===== config.mk =====
export PLATFORM = sky130hd
export DESIGN_NAME = hdmi_tx_cfg_seq
export DESIGN_NICKNAME = d
export VERILOG_FILES = /design/src/rtl/hdmi_cfg_pkg.sv /design/src/rtl/hdmi_cfg_rom.sv /design/src/rtl/hdmi_tx_cfg_seq.sv
export SDC_FILE = /design/constraint.sdc
export NUM_CORES = 1
export LEC_CHECK = 0
export CAP_MARGIN = 10
export CORE_MARGIN = 1
export CORE_UTILIZATION = 50
export CTS_BUF_LIST = sky130_fd_sc_hd__clkbuf_8
export CTS_CLUSTER_DIAMETER = 30
export DETAILED_ROUTE_END_ITERATION = 16
export PLACE_DENSITY_LB_ADDON = 0.15
export SLEW_MARGIN = 20
export SYNTH_ARGS = -nofsm -noshare
export SYNTH_HDL_FRONTEND = slang
export SYNTH_HIERARCHICAL = 1
export SYNTH_SLANG_ARGS = --single-unit
export TNS_END_PERCENT = 50

===== constraint.sdc =====
create_clock -name clk -period 6.07 [get_ports clk]
set_clock_uncertainty 0.15 [all_clocks]
set_input_delay 1.214 -clock clk [delete_from_list [all_inputs] [get_ports clk]]
set_output_delay 1.214 -clock clk [all_outputs]
set_load 0.02 [all_outputs]

===== src/rtl/hdmi_cfg_pkg.sv =====
// Shared types and register table for the HDMI transmitter configuration sequencer.
package hdmi_cfg_pkg;

    localparam int unsigned CFG_LEN   = 16;
    localparam int unsigned CFG_IDX_W = $clog2(CFG_LEN);

    typedef enum logic [3:0] {
        StIdle,
        StWaitHpd,
        StDelay,
        StWr,
        StWrRsp,
        StRd,
        StRdRsp,
        StNext,
        StDone,
        StErr
    } cfg_state_e;

    typedef struct packed {
        logic [7:0] reg_addr;
        logic [7:0] data;
        logic [7:0] mask;
    } cfg_entry_t;

    // Mask selects the bits that read back deterministically.
    localparam cfg_entry_t CFG_TABLE [CFG_LEN] = '{
        '{8'h41, 8'h10, 8'hFF},
        '{8'h98, 8'h03, 8'hFF},
        '{8'h9A, 8'hE0, 8'hE0},
        '{8'h9C, 8'h30, 8'hFF},
        '{8'h9D, 8'h61, 8'hFF},
        '{8'hA2, 8'hA4, 8'hFF},
        '{8'hA3, 8'hA4, 8'hFF},
        '{8'hE0, 8'hD0, 8'hFF},
        '{8'hF9, 8'h00, 8'hFF},
        '{8'h15, 8'h00, 8'h0F},
        '{8'h16, 8'h30, 8'hFF},
        '{8'h17, 8'h02, 8'hFF},
        '{8'h18, 8'h46, 8'hFF},
        '{8'hAF, 8'h06, 8'hFF},
        '{8'h40, 8'h80, 8'hC0},
        '{8'hD6, 8'hC0, 8'hC0}
    };

endpackage


===== src/rtl/hdmi_cfg_rom.sv =====
// Combinational lookup of one configuration table entry.
module hdmi_cfg_rom
    import hdmi_cfg_pkg::*;
(
    input  logic [4:0] i_entry_idx,
    output cfg_entry_t o_entry
);

    always_comb begin
        o_entry = '0;
        if (i_entry_idx < 5'(CFG_LEN)) begin
            o_entry = CFG_TABLE[i_entry_idx[CFG_IDX_W-1:0]];
        end
    end

endmodule


===== src/rtl/hdmi_tx_cfg_seq.sv =====
// Writes the HDMI transmitter register table over an I2C command port after hot-plug.
// Optional write-then-read verification is enabled by defining HDMI_CFG_READBACK_EN.
module hdmi_tx_cfg_seq
    import hdmi_cfg_pkg::*;
#(
    parameter logic [6:0]  DEV_ADDR  = 7'h39,
    parameter int unsigned DELAY_CYC = 200000,
    parameter int unsigned MAX_RETRY = 3
) (
    input  logic       clk,
    input  logic       reset_n,
    input  logic       start,
    input  logic       hpd,
    output logic       cmd_valid,
    input  logic       cmd_ready,
    output logic [6:0] cmd_dev,
    output logic [7:0] cmd_reg,
    output logic [7:0] cmd_wdata,
    output logic       cmd_rnw,
    input  logic       rsp_valid,
    input  logic       rsp_nack,
    input  logic [7:0] rsp_rdata,
    output logic       busy,
    output logic       done,
    output logic       error,
    output logic [4:0] entry_idx
);

    localparam int unsigned       DLY_W     = (DELAY_CYC > 1) ? $clog2(DELAY_CYC) : 1;
    localparam logic [DLY_W-1:0]  DLY_LOAD  = DLY_W'(DELAY_CYC - 1);
    localparam logic [1:0]        RETRY_LIM = 2'(MAX_RETRY);
    localparam logic [4:0]        LAST_IDX  = 5'(CFG_LEN - 1);

    cfg_state_e       r_state, w_state_next;
    logic [DLY_W-1:0] r_dly, w_dly_next;
    logic [4:0]       r_idx, w_idx_next;
    logic [1:0]       r_retry, w_retry_next;
    logic             r_hpd;
    logic             r_abort, w_abort_next;
    logic             r_abort_dly, w_abort_dly_next;

    cfg_entry_t w_entry;
    logic       w_busy, w_hpd_fall, w_restart, w_abort, w_go_dly, w_fire, w_fail, w_do_abort;

    hdmi_cfg_rom u_rom (
        .i_entry_idx (r_idx),
        .o_entry     (w_entry)
    );

    assign w_busy     = (r_state != StIdle) && (r_state != StDone) && (r_state != StErr);
    assign w_hpd_fall = r_hpd & ~hpd;
    assign w_restart  = start & w_busy;
    assign w_abort    = w_hpd_fall | w_restart;
    // A falling hpd forces hpd=0 here, which is what gives it priority over start.
    assign w_go_dly   = hpd & (w_restart | r_abort_dly);
    assign w_fire     = cmd_valid & cmd_ready;

`ifdef HDMI_CFG_READBACK_EN
    assign w_fail = rsp_nack |
                    ((r_state == StRdRsp) &&
                     (((rsp_rdata ^ w_entry.data) & w_entry.mask) != 8'h00));
`else
    logic w_unused;
    assign w_unused = ^{rsp_rdata, w_entry.mask};
    assign w_fail   = rsp_nack;
`endif

    always_ff @(posedge clk or negedge reset_n) begin
        if (!reset_n) begin
            r_state     <= StIdle;
            r_dly       <= '0;
            r_idx       <= '0;
            r_retry     <= '0;
            r_hpd       <= 1'b0;
            r_abort     <= 1'b0;
            r_abort_dly <= 1'b0;
        end else begin
            r_state     <= w_state_next;
            r_dly       <= w_dly_next;
            r_idx       <= w_idx_next;
            r_retry     <= w_retry_next;
            r_hpd       <= hpd;
            r_abort     <= w_abort_next;
            r_abort_dly <= w_abort_dly_next;
        end
    end

    always_comb begin
        w_state_next     = r_state;
        w_dly_next       = r_dly;
        w_idx_next       = r_idx;
        w_retry_next     = r_retry;
        w_abort_next     = r_abort;
        w_abort_dly_next = r_abort_dly;
        w_do_abort       = 1'b0;
        if (w_abort) begin
            w_abort_dly_next = w_restart & ~w_hpd_fall;
        end

        case (r_state)
            StIdle, StDone, StErr: begin
                if (start || w_hpd_fall) begin
                    w_state_next = StWaitHpd;
                    w_idx_next   = '0;
                    w_retry_next = '0;
                end
            end
            StWaitHpd: begin
                if (w_abort) begin
                    w_do_abort = 1'b1;
                end else if (hpd) begin
                    w_state_next = StDelay;
                    w_dly_next   = DLY_LOAD;
                end
            end
            StDelay: begin
                if (w_abort) begin
                    w_do_abort = 1'b1;
                end else if (r_dly == '0) begin
                    w_state_next = StWr;
                end else begin
                    w_dly_next = r_dly - 1'b1;
                end
            end
            StWr, StRd: begin
                // A command accepted in the abort cycle is outstanding and must be drained.
                if (w_fire) begin
                    w_state_next = (r_state == StWr) ? StWrRsp : StRdRsp;
                    w_abort_next = w_abort;
                end else if (w_abort) begin
                    w_do_abort = 1'b1;
                end
            end
            StWrRsp, StRdRsp: begin
                if (w_abort) begin
                    w_abort_next = 1'b1;
                end
                if (rsp_valid) begin
                    if (w_abort || r_abort) begin
                        w_do_abort = 1'b1;
                    end else if (w_fail) begin
                        if (r_retry == RETRY_LIM) begin
                            w_state_next = StErr;
                        end else begin
                            w_retry_next = r_retry + 2'd1;
                            w_state_next = StWr;
                        end
                    end
`ifdef HDMI_CFG_READBACK_EN
                    else if (r_state == StWrRsp) begin
                        w_state_next = StRd;
                    end
`endif
                    else begin
                        w_retry_next = '0;
                        w_state_next = StNext;
                    end
                end
            end
            StNext: begin
                if (w_abort) begin
                    w_do_abort = 1'b1;
                end else if (r_idx == LAST_IDX) begin
                    w_state_next = StDone;
                end else begin
                    w_idx_next   = r_idx + 5'd1;
                    w_state_next = StWr;
                end
            end
            default: begin
                w_state_next = StIdle;
            end
        endcase

        if (w_do_abort) begin
            w_state_next     = w_go_dly ? StDelay : StWaitHpd;
            w_dly_next       = DLY_LOAD;
            w_idx_next       = '0;
            w_retry_next     = '0;
            w_abort_next     = 1'b0;
            w_abort_dly_next = 1'b0;
        end
    end

    assign cmd_valid = (r_state == StWr) || (r_state == StRd);
    assign cmd_dev   = DEV_ADDR;
    assign cmd_reg   = w_entry.reg_addr;
    assign cmd_wdata = w_entry.data;
`ifdef HDMI_CFG_READBACK_EN
    assign cmd_rnw   = (r_state == StRd);
`else
    assign cmd_rnw   = 1'b0;
`endif
    assign busy      = w_busy;
    assign done      = (r_state == StDone);
    assign error     = (r_state == StErr);
    assign entry_idx = r_idx;

endmodule

==> results of run 1 <==
## worst max-delay path: cells and delay by family, from the launching register on
kind / cells / cell delay [ps]
buffers and inverters: 2 / 840
adders and majority gates: 1 / 410
AOI/OAI and AO/OA: 2 / 440
DFF: 1 / 640
## area by class of cell
type	count	area [µm²]	share of cell area, %
Multi-Input combinational cell	237	1489	52.19
Sequential cell	32	800.8	28.07
Timing Repair Buffer	33	322.8	11.32
Tap cell	67	83.83	2.939
Clock buffer	5	68.82	2.412
Inverter	12	45.04	1.579
Clock inverter	3	42.54	1.491
## stage by stage
| stage | area, µm² | hold slack (ps) |
|---|---|---|
| after floorplan | 2519 | 291.6 |
| after global placement | 2741 | 307.0 |
| after detailed placement | 2741 | 316.1 |
| after CTS | 2853 | 332.6 |
| after global routing | 2853 | 345.9 |
| final | 2853 | 332.8 |
## path summary, 6_finish.rpt
path / start / endpoint / slack, ps / cells after the start
worst min register to register: r_dly[7] / r_dly[7] / 330 / 1
worst min-delay path: r_dly[7] / r_dly[7] / 330 / 1
worst max register to register: r_state[2] / r_retry[1] / 3270 / 7
min in group asynchronous: reset_n / entry_idx[2] / 1180 / 2
worst max-delay path: entry_idx[1] / cmd_wdata[4] / 2090 / 5
max in group asynchronous: reset_n / r_dly[9] / 4280 / 2
## registers in the layout (all words and copies together) (netlist names)
signal / flops
r_retry: 2
r_abort: 1
r_state: 4
r_hpd: 1
r_abort_dly: 1
entry_idx: 5
r_dly: 18
## per-layer routing
| metal | track usage (%) | up-vias |
|---|---|---|
| met5 | 0 | - |
| met4 | 5.664 | 0 |
| met3 | 5.249 | 2 |
| met2 | 34.79 | 45 |
| met1 | 30.46 | 1062 |
| li1 | - | 1124 |
## cell usage in the layout (no fill, tap or decap), drive strengths merged, types with 2 or more instances in the layout
| cell | instances |
|---|---|
| a211o | 2 |
| a211oi | 7 |
| a21oi | 25 |
| a22o | 2 |
| a22oi | 3 |
| a2bb2oi | 3 |
| a311oi | 2 |
| a31oi | 12 |
| a32oi | 2 |
| buf | 3 |
| clkbuf | 5 |
| clkdlybuf4s50 | 30 |
| conb | 9 |
| dfrtp | 32 |
| ha | 11 |
| inv | 12 |
| mux2 | 5 |
| mux2i | 5 |
| nand2 | 25 |
| nand2b | 13 |
| nand3 | 7 |
| nand3b | 3 |
| nor2 | 27 |
| nor2b | 6 |
| nor3 | 14 |
| nor3b | 4 |
| nor4 | 2 |
| nor4b | 2 |
| o21ai | 20 |
| o221ai | 2 |
| o31ai | 4 |
| or4 | 4 |
## power by group through the flow
stage,sequential (mW),combinational [mW],clock [mW]
after floorplan,0.268,0.421,0
after CTS,0.291,0.514,0.213
final,0.291,0.513,0.208
after global placement,0.293,0.509,0
after global routing,0.300,0.570,0.223
after detailed placement,0.295,0.513,0
==> results_dict.tcl, run 1 <==
set metrics [dict create \
    outcome "complete, no violations" \
    fillers 438 \
    grt_first_pass_wirelength_mm 9.073 \
    leakagePower_nw 1.100 \
    clkSlewWorstSetupHoldPaths_ps 80 \
    cp-end-kind "output pin" \
    cts-resized-gates 0 \
    grt_max_degree 33 \
    io_pins 48 \
    syn_area_per_cell_um2 8.211 \
    drtAntennaViolNets 0 \
    share_comb_of_total_power_pct 50.7 \
    final-setup-viol-count 0 \
    clk_latency_ps 290 \
    dieArea_um2 5279 \
    rsz0062_at_grt "false" \
    maxUsedRoutingLayer "met4" \
    setup_ws_ps 2086 \
    route.met2.wl_mm 2.547 \
    clockPowerShare_pct 20.6 \
    routedWlPerCell_um 13.88 \
    first_pass_iters 5 \
    clk_path_buf_depth 2 \
    path_class "flip-flop to output pin" \
    grt_pass1_vias 1898 \
    preCtsSetupSlack_ps 2335 \
    critPathMaxFanout 14 \
    die_x_um 72.66 \
    dp.cells 381 \
    grt_overflow 0 \
    cts.sinks 32 \
    drc 0 \
    min_period_ps 3984 \
    hp-class "flip-flop to flip-flop" \
    cts_root_buf "clkbuf_8" \
    cp.arrival_ps 2620 \
    ir_drop_mv 0.1944 \
    hpwl_mm 3.694 \
    finalSetupTns_ps 0 \
    timing.final.crit_share_pct 65.63 \
    num_rows 25 \
    start_util_pct 52.50 \
    hold_viol 0 \
    core_area_um2 4755 \
    routed_wl_mm 5.401 \
    num_antenna_cells 0 \
    cts_made_buffers 5 \
    maxSlewViolCount 0 \
    seq_power_share_pct 28.7 \
    m1WireLength_mm 2.605 \
    p_int_mw 0.5692 \
    chipHeight_um 72.66 \
    gp_congestion 0.9295 \
    timing.fmax_mhz 251.0 \
    route.met3.wl_um 215 \
    antenna_found_initial 0 \
    track_usage_pct 22.03 \
    cts_setup_buffers 0 \
    slowest_stage "dfrtp_1" \
    drv_cap 0 \
    critPathMaxStageDelay_ps 640 \
    netSwitchingFraction_pct 43.76 \
    drtIter0Drc 145 \
    worst_slew_pin_slew_ps 814.1 \
    start_kind "flip-flop" \
    p_per_area_nw_per_um2 354.8 \
    cts_tree "yes" \
    ys.warnings.count 6 \
    finalNetCount 347 \
    netlist_area_um2 2496 \
    avgViaCountPerCell 5.740 \
    synthToLayoutAreaGrowth_pct 14.29 \
    fin_total_pwr_mw 1.012 \
    htree_levels 2 \
    required_ps 4710 \
    fin_util_pct 60.00 \
    drive_above_1_share_pct 6.832 \
    io_buffers 30 \
    path_cells "inv_1 -> ha_1 -> a211o_1 -> a21oi_1 -> clkdlybuf4s50_1" \
    ctsHoldBuffers 0 \
    power.switching_mw 0.4430 \
    final_cell_count_no_fill 389 \
    max_slew_margin_pct 45.72 \
    syn_inst 304 \
    vias 2233 \
]
(Power assumes the default switching activity.)
==> inputs of run 2 (changes only) <==
- clock period: 6.07 -> 3.7 ns (I/O delays scaled with it)
==> run 2 against run 1 <==
  * Final cell count up 0.77%
  * Via count down 1.8%
  * Sequential cell count unchanged
  * Utilization up 0.39 points
  * Combinational power up 68%
  * First-iteration DRC count up 21%
  * Clock power up 61%
  * Largest power group unchanged
  * Wire length down 0.11%
  * Cell area up 0.66%
  * Clock-buffer cell count unchanged
==> results_dict.tcl, run 2 (same netlist as run 1, synthesis figures left out) <==
set metrics [dict create \
    min_period_ps 3414 \
    synthToLayoutAreaGrowth_pct 15.04 \
    cts_setup_buffers 0 \
    first_pass_iters 4 \
    regMostFlops "r_dly" \
    crit_buf_inv 2 \
    route.met3.wl_um 189 \
    io_buffers 30 \
    cp-end-kind "output pin" \
    finalSetupTns_ps 0 \
    path_cells "inv_1 -> ha_1 -> nor2b_1 -> a21oi_1 -> a211oi_1 -> clkdlybuf4s50_1" \
    drc 0 \
    drv_cap 0 \
    outcome "complete, no violations" \
    clkSlewWorstSetupHoldPaths_ps 70 \
    cts_tree "yes" \
    maxUsedRoutingLayer "met4" \
    hpwl_mm 3.750 \
    dieArea_um2 5279 \
    core_area_um2 4755 \
    finalNetCount 350 \
    antenna_found_initial 0 \
    clk_path_buf_depth 2 \
    final_common_cell "dfrtp_1" \
    cp_top_family "buffers and inverters" \
    chipHeight_um 72.66 \
    cts.sinks 32 \
    avgViaCountPerCell 5.594 \
    grt_first_pass_wirelength_mm 9.018 \
    layout_common_cells "dfrtp_1, clkdlybuf4s50_1, nor2_1" \
    critPathMaxFanout 11 \
    p_per_area_nw_per_um2 582.3 \
    ir_drop_mv 0.2891 \
    rrSetupSlack_ps 830 \
    track_usage_pct 21.74 \
    start_util_pct 52.50 \
    gp_congestion 0.8838 \
    timing.final.crit_share_pct 92.28 \
    hp-class "flip-flop to flip-flop" \
    routedWlPerCell_um 13.76 \
    vias 2193 \
    place_area_um2 2764 \
    grt_overflow 0 \
    cts_root_buf "clkbuf_8" \
    rsz0062_at_grt "false" \
    clk_latency_ps 290 \
    worst_slew_pin_slew_ps 726.3 \
    die_x_um 72.66 \
    num_rows 25 \
    start_kind "flip-flop" \
    routed_wl_mm 5.395 \
    cts_made_buffers 5 \
    grt_max_degree 33 \
    drtAntennaViolNets 0 \
    leakagePower_nw 1.121 \
    required_ps 2810 \
    slowest_stage "clkdlybuf4s50_1" \
    cts-resized-gates 0 \
    m1WireLength_mm 2.602 \
    grt_pass1_vias 1927 \
    maxSlewViolCount 0 \
    drtIter0Drc 175 \
    drive_above_1_share_pct 7.385 \
    timing.fmax_mhz 292.9 \
    io_pins 48 \
    path_class "flip-flop to output pin" \
    max_slew_margin_pct 51.58 \
    largest_reg_flops 18 \
    hold_viol 0 \
    num_antenna_cells 0 \
    cp.arrival_ps 2520 \
    ctsHoldBuffers 0 \
    htree_levels 2 \
    route.met2.wl_mm 2.537 \
    critPathMaxStageDelay_ps 640 \
    design_area_um2 2872 \
    final-setup-viol-count 0 \
]
-- run 2: cell types whose count changed in the layout (fill, tap and decap cells not counted) --
| cell | previous run | this run |
|---|---|---|
| buf_4 | 3 | 6 |
| clkinvlp_4 | 1 | 0 |
| inv_1 | 12 | 13 |
-- run 2: where the power goes --
group / internal [mW] / leakage [nW] / switching, mW / total [mW]
registers: 0.397 / 0.383 / 0.0765 / 0.474
clock network: 0.197 / 0.0593 / 0.138 / 0.335
logic: 0.349 / 0.679 / 0.514 / 0.863
total: 0.944 / 1.12 / 0.728 / 1.67
-- run 2: path summary, 6_finish.rpt --
path,endpoint,from,cells after the start
max in group asynchronous,r_dly[0],reset_n,2
setup reg to reg,r_retry[0],r_state[0],7
hold reg to reg,r_dly[7],r_dly[7],1
hold / removal,r_dly[7],r_dly[7],1
min in group asynchronous,r_state[3],reset_n,2
setup / recovery,cmd_reg[5],entry_idx[0],6
-- run 2: through the flow --
step                hold slack, ps  utilization [%]  instances  total power, mW  worst slack (ps)
finish                       331.7            60.39        392            1.672             285.6
global route                 362.6            60.39        392            1.798             98.56
CTS                          331.0            60.39        392            1.681             278.3
detailed placement           315.0            58.13        384            1.338             397.5
global placement             304.9            58.13        384            1.328             399.3
floorplan                    291.6                -        310            1.130             988.9
-- run 2: layout make-up --
type | count | area [µm²]
clock buffers | 5 | 68.82
clock inverters | 3 | 38.79
fillers | 444 | 1883
inverters | 12 | 45.04
multi-input cells | 237 | 1489
flip-flops and latches | 32 | 800.8
well taps | 67 | 83.83
repair buffers | 36 | 345.3
-- run 2: per-layer routing --
| metal | GRT usage [%] | vias to the layer above |
|---|---|---|
| met5 | 0 | - |
| met4 | 6.318 | 0 |
| met2 | 34.48 | 42 |
| met1 | 29.71 | 1020 |
| met3 | 4.972 | 7 |
| li1 | - | 1124 |
==> inputs of run 3 (changes only) <==
- TNS_END_PERCENT: 50 -> 10
==> results of run 3 <==
Same layout as run 2: the final DEF is identical, and so are final timing and power.
